==> src/rtl/schmitt_threshold_ctrl_if.sv <==
//------------------------------------------------------------------------------
// schmitt_threshold_ctrl_if : sample stream, control and threshold result bus
// Rev 1.0
//------------------------------------------------------------------------------
`default_nettype none

interface schmitt_threshold_ctrl_if #(
    parameter int WD    = 14,
    parameter int WIN_W = 16
);
    logic                 en;
    logic                 din_valid;
    logic signed [WD-1:0] din;
    logic [WIN_W-1:0]     win_len;
    logic signed [WD-1:0] threshold;
    logic [WD:0]          amp;
    logic                 th_valid;
    logic                 upd;
    logic                 low_sig;
    logic                 busy;

    modport master (
        output en, din_valid, din, win_len,
        input  threshold, amp, th_valid, upd, low_sig, busy
    );

    modport slave (
        input  en, din_valid, din, win_len,
        output threshold, amp, th_valid, upd, low_sig, busy
    );
endinterface

`default_nettype wire

==> src/rtl/schmitt_threshold_ctrl.sv <==
//------------------------------------------------------------------------------
// schmitt_threshold_ctrl : windowed min/max amplitude -> adaptive hysteresis
// Rev 1.0
//------------------------------------------------------------------------------
`default_nettype none

module schmitt_threshold_ctrl #(
    parameter int WD     = 14,
    parameter int WIN_W  = 16,
    parameter int SHIFT  = 3,
    parameter int TH_MIN = 16
) (
    input  wire                      clk,
    input  wire                      rstn,
    schmitt_threshold_ctrl_if.slave  bus
);

    typedef enum logic [1:0] {
        ST_IDLE  = 2'd0,
        ST_ACQ   = 2'd1,
        ST_CALC  = 2'd2,
        ST_APPLY = 2'd3
    } state_e;

    localparam logic signed [WD-1:0] SMAX     = {1'b0, {(WD-1){1'b1}}};
    localparam logic signed [WD-1:0] SMIN     = {1'b1, {(WD-1){1'b0}}};
    localparam logic signed [WD-1:0] TH_FLOOR = WD'(TH_MIN);
    localparam logic [WD:0]          TH_MIN_U = (WD+1)'(TH_MIN);
    localparam logic [WD:0]          SMAX_U   = {2'b00, {(WD-1){1'b1}}};

    state_e               state_q, state_d;
    logic [WIN_W-1:0]     len_q, len_d;
    logic [WIN_W-1:0]     cnt_q, cnt_d;
    logic signed [WD-1:0] max_q, max_d;
    logic signed [WD-1:0] min_q, min_d;
    logic [WD:0]          ampr_q, ampr_d;
    logic signed [WD-1:0] threshold_q, threshold_d;
    logic [WD:0]          amp_q, amp_d;
    logic                 th_valid_q, th_valid_d;
    logic                 upd_q, upd_d;
    logic                 low_sig_q, low_sig_d;
    logic                 busy_q, busy_d;
    logic                 start_win;
    logic [WD:0]          cand;

    assign cand = ampr_q >> SHIFT;

    always_comb begin
        state_d     = state_q;
        len_d       = len_q;
        cnt_d       = cnt_q;
        max_d       = max_q;
        min_d       = min_q;
        ampr_d      = ampr_q;
        threshold_d = threshold_q;
        amp_d       = amp_q;
        th_valid_d  = th_valid_q;
        low_sig_d   = low_sig_q;
        upd_d       = 1'b0;
        start_win   = 1'b0;

        case (state_q)
            ST_IDLE: begin
                if (bus.en) begin
                    state_d   = ST_ACQ;
                    start_win = 1'b1;
                end
            end
            ST_ACQ: begin
                // Dropping en abandons the partial window; it beats a final sample.
                if (!bus.en) begin
                    state_d = ST_IDLE;
                end else if (bus.din_valid) begin
                    max_d = (bus.din > max_q) ? bus.din : max_q;
                    min_d = (bus.din < min_q) ? bus.din : min_q;
                    cnt_d = cnt_q + WIN_W'(1);
                    if (cnt_q == len_q - WIN_W'(1)) begin
                        state_d = ST_CALC;
                    end
                end
            end
            ST_CALC: begin
                // Sign-extended difference; max >= min so the result is non-negative.
                ampr_d  = {max_q[WD-1], max_q} - {min_q[WD-1], min_q};
                state_d = ST_APPLY;
            end
            ST_APPLY: begin
                amp_d      = ampr_q;
                upd_d      = 1'b1;
                th_valid_d = 1'b1;
                if (cand < TH_MIN_U) begin
                    threshold_d = TH_FLOOR;
                    low_sig_d   = 1'b1;
                end else if (cand > SMAX_U) begin
                    threshold_d = SMAX;
                    low_sig_d   = 1'b0;
                end else begin
                    threshold_d = $signed(cand[WD-1:0]);
                    low_sig_d   = 1'b0;
                end
                if (bus.en) begin
                    state_d   = ST_ACQ;
                    start_win = 1'b1;
                end else begin
                    state_d = ST_IDLE;
                end
            end
            default: state_d = ST_IDLE;
        endcase

        if (start_win) begin
            len_d = (bus.win_len == '0) ? WIN_W'(1) : bus.win_len;
            cnt_d = '0;
            max_d = SMIN;
            min_d = SMAX;
        end

        busy_d = (state_d != ST_IDLE);
    end

    always_ff @(posedge clk or negedge rstn) begin
        if (!rstn) begin
            state_q     <= ST_IDLE;
            len_q       <= WIN_W'(1);
            cnt_q       <= '0;
            max_q       <= SMIN;
            min_q       <= SMAX;
            ampr_q      <= '0;
            threshold_q <= TH_FLOOR;
            amp_q       <= '0;
            th_valid_q  <= 1'b0;
            upd_q       <= 1'b0;
            low_sig_q   <= 1'b0;
            busy_q      <= 1'b0;
        end else begin
            state_q     <= state_d;
            len_q       <= len_d;
            cnt_q       <= cnt_d;
            max_q       <= max_d;
            min_q       <= min_d;
            ampr_q      <= ampr_d;
            threshold_q <= threshold_d;
            amp_q       <= amp_d;
            th_valid_q  <= th_valid_d;
            upd_q       <= upd_d;
            low_sig_q   <= low_sig_d;
            busy_q      <= busy_d;
        end
    end

    assign bus.threshold = threshold_q;
    assign bus.amp       = amp_q;
    assign bus.th_valid  = th_valid_q;
    assign bus.upd       = upd_q;
    assign bus.low_sig   = low_sig_q;
    assign bus.busy      = busy_q;

endmodule

`default_nettype wire

==> src/flat_wrapper.sv <==
// flat-port wrapper written by rule: the top's interface ports become plain ports
module schmitt_threshold_ctrl_flat 
#(
    parameter int WD     = 14,
    parameter int WIN_W  = 16,
    parameter int SHIFT  = 3,
    parameter int TH_MIN = 16
)
  (clk, rstn, bus_en, bus_din_valid, bus_din, bus_win_len, bus_threshold, bus_amp, bus_th_valid, bus_upd, bus_low_sig, bus_busy);
  schmitt_threshold_ctrl_if #(.WD(WD), .WIN_W(WIN_W)) bus_i ();
  input  wire clk;
  input  wire rstn;
  input wire logic [$bits(bus_i.en)-1:0] bus_en;
  input wire logic [$bits(bus_i.din_valid)-1:0] bus_din_valid;
  input wire logic [$bits(bus_i.din)-1:0] bus_din;
  input wire logic [$bits(bus_i.win_len)-1:0] bus_win_len;
  output wire logic [$bits(bus_i.threshold)-1:0] bus_threshold;
  output wire logic [$bits(bus_i.amp)-1:0] bus_amp;
  output wire logic [$bits(bus_i.th_valid)-1:0] bus_th_valid;
  output wire logic [$bits(bus_i.upd)-1:0] bus_upd;
  output wire logic [$bits(bus_i.low_sig)-1:0] bus_low_sig;
  output wire logic [$bits(bus_i.busy)-1:0] bus_busy;
  assign bus_i.en = bus_en;
  assign bus_i.din_valid = bus_din_valid;
  assign bus_i.din = bus_din;
  assign bus_i.win_len = bus_win_len;
  assign bus_threshold = bus_i.threshold;
  assign bus_amp = bus_i.amp;
  assign bus_th_valid = bus_i.th_valid;
  assign bus_upd = bus_i.upd;
  assign bus_low_sig = bus_i.low_sig;
  assign bus_busy = bus_i.busy;
  schmitt_threshold_ctrl #(.WD(WD), .WIN_W(WIN_W), .SHIFT(SHIFT), .TH_MIN(TH_MIN)) u_core (.clk(clk), .rstn(rstn), .bus(bus_i));
endmodule
==> config.mk <==
export PLATFORM = sky130hd
export DESIGN_NAME = schmitt_threshold_ctrl_flat
export DESIGN_NICKNAME = d
export VERILOG_FILES = /design/src/rtl/schmitt_threshold_ctrl_if.sv /design/src/rtl/schmitt_threshold_ctrl.sv /design/src/flat_wrapper.sv
export SDC_FILE = /design/constraint.sdc
export NUM_CORES = 1
export LEC_CHECK = 0
export CAP_MARGIN = 20
export CORE_ASPECT_RATIO = 1.2
export CORE_MARGIN = 5
export CORE_UTILIZATION = 44
export DETAILED_ROUTE_END_ITERATION = 8
export PLACE_DENSITY = 0.62
export SYNTH_ARGS = -nofsm -noshare
export SYNTH_HDL_FRONTEND = slang
export SYNTH_SLANG_ARGS = --single-unit
==> constraint.sdc <==
create_clock -name clk -period 5.5 [get_ports clk]
set_input_delay 1.1 -clock clk [delete_from_list [all_inputs] [get_ports clk]]
set_output_delay 1.1 -clock clk [all_outputs]
set_load 0.005 [all_outputs]
==> metrics.cfg, run 1 <==
[clock_network]
clkTransAtPathRegs_ps = 80
cts_tree = yes
ctsResizeCount = 0
cts_setup_buffers = 0
max-clock-path-buffers = 2
cts_buffers = 9
numClockSinks = 108
cts_hold_buf = 0
htree_num_levels = 3
clkLatencyLatePin_ps = 360
root_buffer = clkbuf_16

[sta]
period_share_pct = 66.8
hold_ws_ps = 471
setup_viol = 0
worstMarginPinSlew_ps = 971
setup_tns_ps = 0
rsz0062_at_grt = no
hold_viol = 0
fin_crit_ps = 3680
fmax_mhz = 272
finalMaxSlewViolations = 0
finalClockSkew_ps = 5.82
slew_headroom_pct = 34.7

[status]
status = finished, final reports clean

[global_routing]
grt_usage_pct = 19.0
grt_antenna_before_repair = 0
use_met3_pct = 2.58
top_usage_layer = met2
met2_usage_pct = 33.2
grt_pass1_wl_um = 26100
grt_pass1_vias = 5186
grt_max_degree = 81
grt-ovfl-total = 0
use_met1_pct = 23.0

[die]
die_area_mm2 = 0.0173
coreArea_mm2 = 0.0144
fp-row-count = 48
ios = 67
die_h_um = 143
die-width_um = 121
initial_core_util_pct = 45.0

[synth]
netlist_area_mm2 = 0.00648
synth_top_cells_by_count = nand2_1, dfrtp_1, inv_1, ha_1
synth-xor-area-share_pct = 5.67
synth_ff_type = dfrtp_1
synth_top_area_share_pct = 35.5
synth_adder_area_share_pct = 9.38
synth_edf_count = 0
synth_area_leader_cell = dfrtp_1
synth.area.mux_share_pct = 5.40
synth_cell_types = 64
synthSimpleGateAreaFrac_pct = 20.1
synth_seq_cells = 108
syn_area_per_cell_um2 = 9.19
synth.area.top_cells = dfrtp_1, ha_1, dfstp_2, nand2_1, inv_1
synth_top_family_by_area = simple AND/OR/NAND/NOR gates
syn-instance-count = 706
synth-compound-area-share_pct = 11.6
yosys_warnings = 0
async_flop_share_pct = 100
seq_area_frac_synth_pct = 42.0
yosysMostFrequentCell = nand2_1

[detailed_routing]
wl_per_cell_um = 16.7
wl_um = 15600
vias = 5113
drcViolationCount = 0
vias_per_cell = 5.45
dr.pass1.iters = 5
ant_nets = 0
drt-initial-drc-count = 245

[placement]
io_buffers = 64
gp_congestion = 0.847
dpl.hpwl_um = 11500
dpl.cell_count = 919

[worst_hold_path]
worstHoldStart = u_core.bus.th_valid$_DFFE_PN0P_
hold_class = flop to flop

[power]
powerDensity_mw_per_mm2 = 374
p_leak_uw = 0.00356
ir_drop_mv = 0.196

[final_layout]
drive_gt1_share_pct = 9.31
layoutNonFillerInstCount = 938
n_antenna_cell = 0
layout.nets = 840
fill_cells = 1343
synthToLayoutAreaGrowth_pct = 17.0

[critical_path]
crit_path_end_kind = flop
crit_start = bus_din[9]
worstSetupStartpointType = input pin
criticalPathCategory = input pin to flop
cp_max_fo = 8
arrival_ps = 3950
crit_required_ps = 5780
reg2reg_from = u_core.len_q[2]$_DFFE_PN0P_

[job]
cap_viol_max_count = 0

-- final cells by class --
| cell class | instances | area (um2) | area share, % |
|---|---|---|---|
| Clock buffer | 9 | 225 | 2.97 |
| Clock inverter | 7 | 63.8 | 0.841 |
| Inverter | 63 | 236 | 3.12 |
| Multi-Input combinational cell | 504 | 3390 | 44.7 |
| Sequential cell | 108 | 2720 | 35.9 |
| Tap cell | 175 | 219 | 2.88 |
| Timing Repair Buffer | 72 | 731 | 9.63 |
-- registers in the layout, summed over array words and instances, names as in the netlist --
signal	flops
u_core.max_q	14
u_core.state_q	2
u_core.bus.threshold	12
u_core.bus.busy	1
u_core.bus.th_valid	1
u_core.bus.amp	15
u_core.ampr_q	15
u_core.len_q	16
u_core.bus.low_sig	1
u_core.cnt_q	16
u_core.min_q	14
u_core.bus.upd	1
-- report_power, final --
part,switching (uW),internal (uW)
logic,576,468
clock network,323,318
registers,185,972
-- logic make-up after synthesis --
logic type,count (synthesis)
flip-flops,108
multiplexers,33
buffers and inverters,95
XOR/XNOR,42
adder cells (fa/ha/maj),48
AO/OA/AOI/OAI,117
other,1
AND/OR/NAND/NOR,262
-- cell usage in the layout (no fill, tap or decap), types with 10 or more instances in the layout --
master and n:
nand2_1 100, dfrtp_1 92, inv_1 63, clkdlybuf4s50_1 63, ha_1 47, nand3_1 44, o21ai_0 44, nor2_1 38
xor2_1 22, xnor2_1 20, mux2i_1 17, a21oi_1 17, dfstp_2 16, mux2_2 14, nand4_1 10
-- worst max-delay path, stage by stage --
cell and delay (ps):
clkdlybuf4s50_1 480, ha_1 330, and3_1 150, nand3_1 100
or2_2 320, a211o_1 240, a21oi_1 670, buf_4 330
mux2i_1 220
-- per-stage QoR --
step	util, %	area [um2]	setup WS, ps	total power, uW
floorplan	-	6490	2450	1890
global placement	50.3	7250	1370	2160
detailed placement	50.3	7250	1280	2200
CTS	52.3	7530	1660	2860
global route	52.7	7590	1620	3040
finish	52.7	7590	1820	2840
-- worst paths after layout --
path                                                   end  slack, ps  cells past startpoint
setup reg to reg                 u_core.bus.busy$_DFF_PN0_       2480                      7
min in group asynchronous      u_core.cnt_q[1]$_DFFE_PN0P_        610                      1
hold reg to reg            u_core.bus.th_valid$_DFFE_PN0P_        470                      1
max in group asynchronous      u_core.min_q[8]$_DFFE_PN1P_       4150                      2
setup / recovery              u_core.max_q[12]$_DFFE_PN0P_       1820                      9
hold / removal             u_core.bus.th_valid$_DFFE_PN0P_        470                      1
-- layer usage --
layer | vias up | routed length [um]
met3 | 25 | 476
met2 | 80 | 8110
li1 | 2520 | -
met5 | - | 0
met1 | 2488 | 6590
met4 | 0 | 472
Power figures use the tool's default switching activity.
==> run 2, diff against run 1 <==
- PLACE_DENSITY: 0.62 -> 0.65
- clock period: 5.5 -> 3.1 ns (I/O delays scaled with it)
==> run 2 against run 1 <==
Critical path type unchanged. Hold slack got worse by 210 ps. Largest cell class unchanged. Clock power rose by 83%. Count of clock-buffer cells in the layout stayed put. Critical endpoint is now u_core.min_q[13]$_DFFE_PN0P_.
==> metrics.cfg, run 2 (synthesis results as in run 1) <==
[critical_path]
reg2reg_slack_ps = 470  ; -2010 ps
crit_required_ps = 3380  ; -2400 ps
critPathCapture = u_core.min_q[13]$_DFFE_PN0P_
crit_start = bus_din[7]
r2r_end = u_core.min_q[13]$_DFFE_PN0P_
reg2reg_from = u_core.min_q[7]$_DFFE_PN1P_
cp_max_fo = 4  ; -4
rr_worst_depth = 10  ; +3
worstSetupStartpointType = input pin
crit_path_end_kind = flop
arrival_ps = 3010  ; -940 ps
criticalPathCategory = input pin to flop

[final_layout]
drive_gt1_share_pct = 10.6  ; +1.3 points
fin_area_mm2 = 0.00768  ; +1.1%
synthToLayoutAreaGrowth_pct = 18.4
n_antenna_cell = 0  ; unchanged
final_cell_mix = nand2_1, dfrtp_1, inv_1, clkdlybuf4s50_1, ha_1
layout.nets = 851  ; +1.3%
reg_top3 = u_core.cnt_q x16, u_core.len_q x16
final_common_cell = nand2_1

[clock_network]
clkTransAtPathRegs_ps = 80  ; about the same
root_buffer = clkbuf_16
cts_setup_buffers = 0  ; unchanged
htree_num_levels = 3  ; unchanged
cts_hold_buf = 0  ; unchanged
numClockSinks = 108  ; unchanged
cts_buffers = 9  ; unchanged
cts_tree = yes
clkLatencyLatePin_ps = 370  ; about the same
max-clock-path-buffers = 2  ; unchanged
ctsResizeCount = 0  ; unchanged

[die]
coreArea_mm2 = 0.0144  ; unchanged
initial_core_util_pct = 45.0  ; unchanged
fp-row-count = 48  ; unchanged
die_area_mm2 = 0.0173  ; unchanged
die_h_um = 143  ; unchanged
ios = 67  ; unchanged
die-width_um = 121  ; unchanged

[detailed_routing]
drcViolationCount = 0  ; unchanged
vias_per_cell = 5.43  ; -0.33%
ant_nets = 0  ; unchanged
drt-initial-drc-count = 326  ; +33%
wl_um = 15200  ; -3.0%
dr.pass1.iters = 5  ; unchanged
wl_per_cell_um = 16.0  ; -4.1%
vias = 5156  ; +0.84%

[sta]
fin_crit_ps = 2720
finalMaxSlewViolations = 0  ; unchanged
finalClockSkew_ps = 11.5  ; +5.66 ps
fmax_mhz = 367
hold_viol = 0  ; unchanged
rsz0062_at_grt = no
fin_ws_ps = 376  ; -1450 ps
worstMarginPinSlew_ps = 964  ; -7.33 ps
setup_viol = 0  ; unchanged
setup_tns_ps = 0  ; unchanged
slew_headroom_pct = 35.8  ; +1.0 points
period_share_pct = 87.9

[power]
ir_drop_mv = 0.319  ; +63%
powerDensity_mw_per_mm2 = 666  ; +78%
p_leak_uw = 0.00361  ; +1.5%
share_seq_of_total_power_pct = 40.1  ; -0.6 points
p_sw_uw = 1950  ; +80%
internal_power_uw = 3160  ; +80%
p_comb_share_pct = 37.0  ; +0.3 points
p_clk_share_pct = 23.0  ; +0.4 points
netSwitchingFraction_pct = 38.1  ; about the same

[worst_hold_path]
hold_class = input pin to async pin

[global_routing]
grt_pass1_vias = 5515  ; +6.3%
grt_max_degree = 63  ; -22%
grt_usage_pct = 19.2  ; +0.22 points
grt_pass1_wl_um = 26700  ; +2.3%
grt-ovfl-total = 0  ; unchanged
grt_antenna_before_repair = 0  ; unchanged

[placement]
gp_congestion = 0.897  ; +5.9%
dpl.hpwl_um = 11500  ; +0.31%
dp_slack_ps = 23.7  ; -1260 ps
placed_cell_area_mm2 = 0.00738  ; +1.8%
io_buffers = 64  ; unchanged

[status]
status = finished, final reports clean

[job]
cap_viol_max_count = 0  ; unchanged

-- run 2: cell types whose count changed in the layout (fill, tap and decap cells not counted) --
cell,before,now
buf_12,1,2
buf_16,1,0
buf_4,7,18
clkinv_4,3,0
clkinv_8,0,1
clkinvlp_4,0,1
inv_6,3,2
inv_8,1,3
-- run 2: power groups by stage --
stage / Sequential, uW / Combinational (uW) / Clock [uW]
final: 2050 / 1890 / 1170
after global routing: 2090 / 2160 / 1270
after CTS: 2040 / 1910 / 1220
after detailed placement: 2060 / 1890 / 0
after global placement: 2060 / 1820 / 0
after floorplan: 1960 / 1390 / 0
-- run 2: worst min-delay path by stage --
stage	endpoint	slack [ps]	depth (start not counted)
final	u_core.len_q[1]$_DFFE_PN0P_	260	1
after global routing	u_core.len_q[1]$_DFFE_PN0P_	310	1
after CTS	u_core.len_q[1]$_DFFE_PN0P_	290	1
after detailed placement	u_core.bus.th_valid$_DFFE_PN0P_	460	1
after global placement	u_core.bus.th_valid$_DFFE_PN0P_	450	1
after floorplan	u_core.ampr_q[0]$_DFFE_PN0P_	320	0
-- run 2: layout make-up --
cell class / count / area (um2)
Fill cell: 1317 / 6740
Multi-Input combinational cell: 504 / 3390
Sequential cell: 108 / 2720
Timing Repair Buffer: 83 / 806
Inverter: 63 / 236
Clock buffer: 9 / 225
Tap cell: 175 / 219
Clock inverter: 7 / 75.1
-- run 2: metrics by stage --
stage | util [%] | instances | total power (uW) | hold WS [ps]
final | 53.3 | 949 | 5110 | 265
after global routing | 53.3 | 949 | 5520 | 310
after CTS | 53.3 | 949 | 5170 | 289
after detailed placement | 51.2 | 933 | 3960 | 458
after global placement | 51.2 | 933 | 3880 | 449
after floorplan | - | 707 | 3350 | 324
-- run 2: critical path, cell delays in order --
cell	delay (ps)
clkdlybuf4s50_1	430
ha_1	320
a21o_1	190
a211o_1	290
a2111oi_0	470
buf_4	200
o21a_1	140
buf_4	120
o21ai_0	80
a21oi_1	140
-- run 2: routing by layer --
metal  track usage [%]  vias up  wire length (um)
li1                  -     2544                 -
met5                 0        -                 0
met3              3.53       21               464
met4              7.46        0               318
met2              34.0       88              7790
met1              23.1     2503              6610
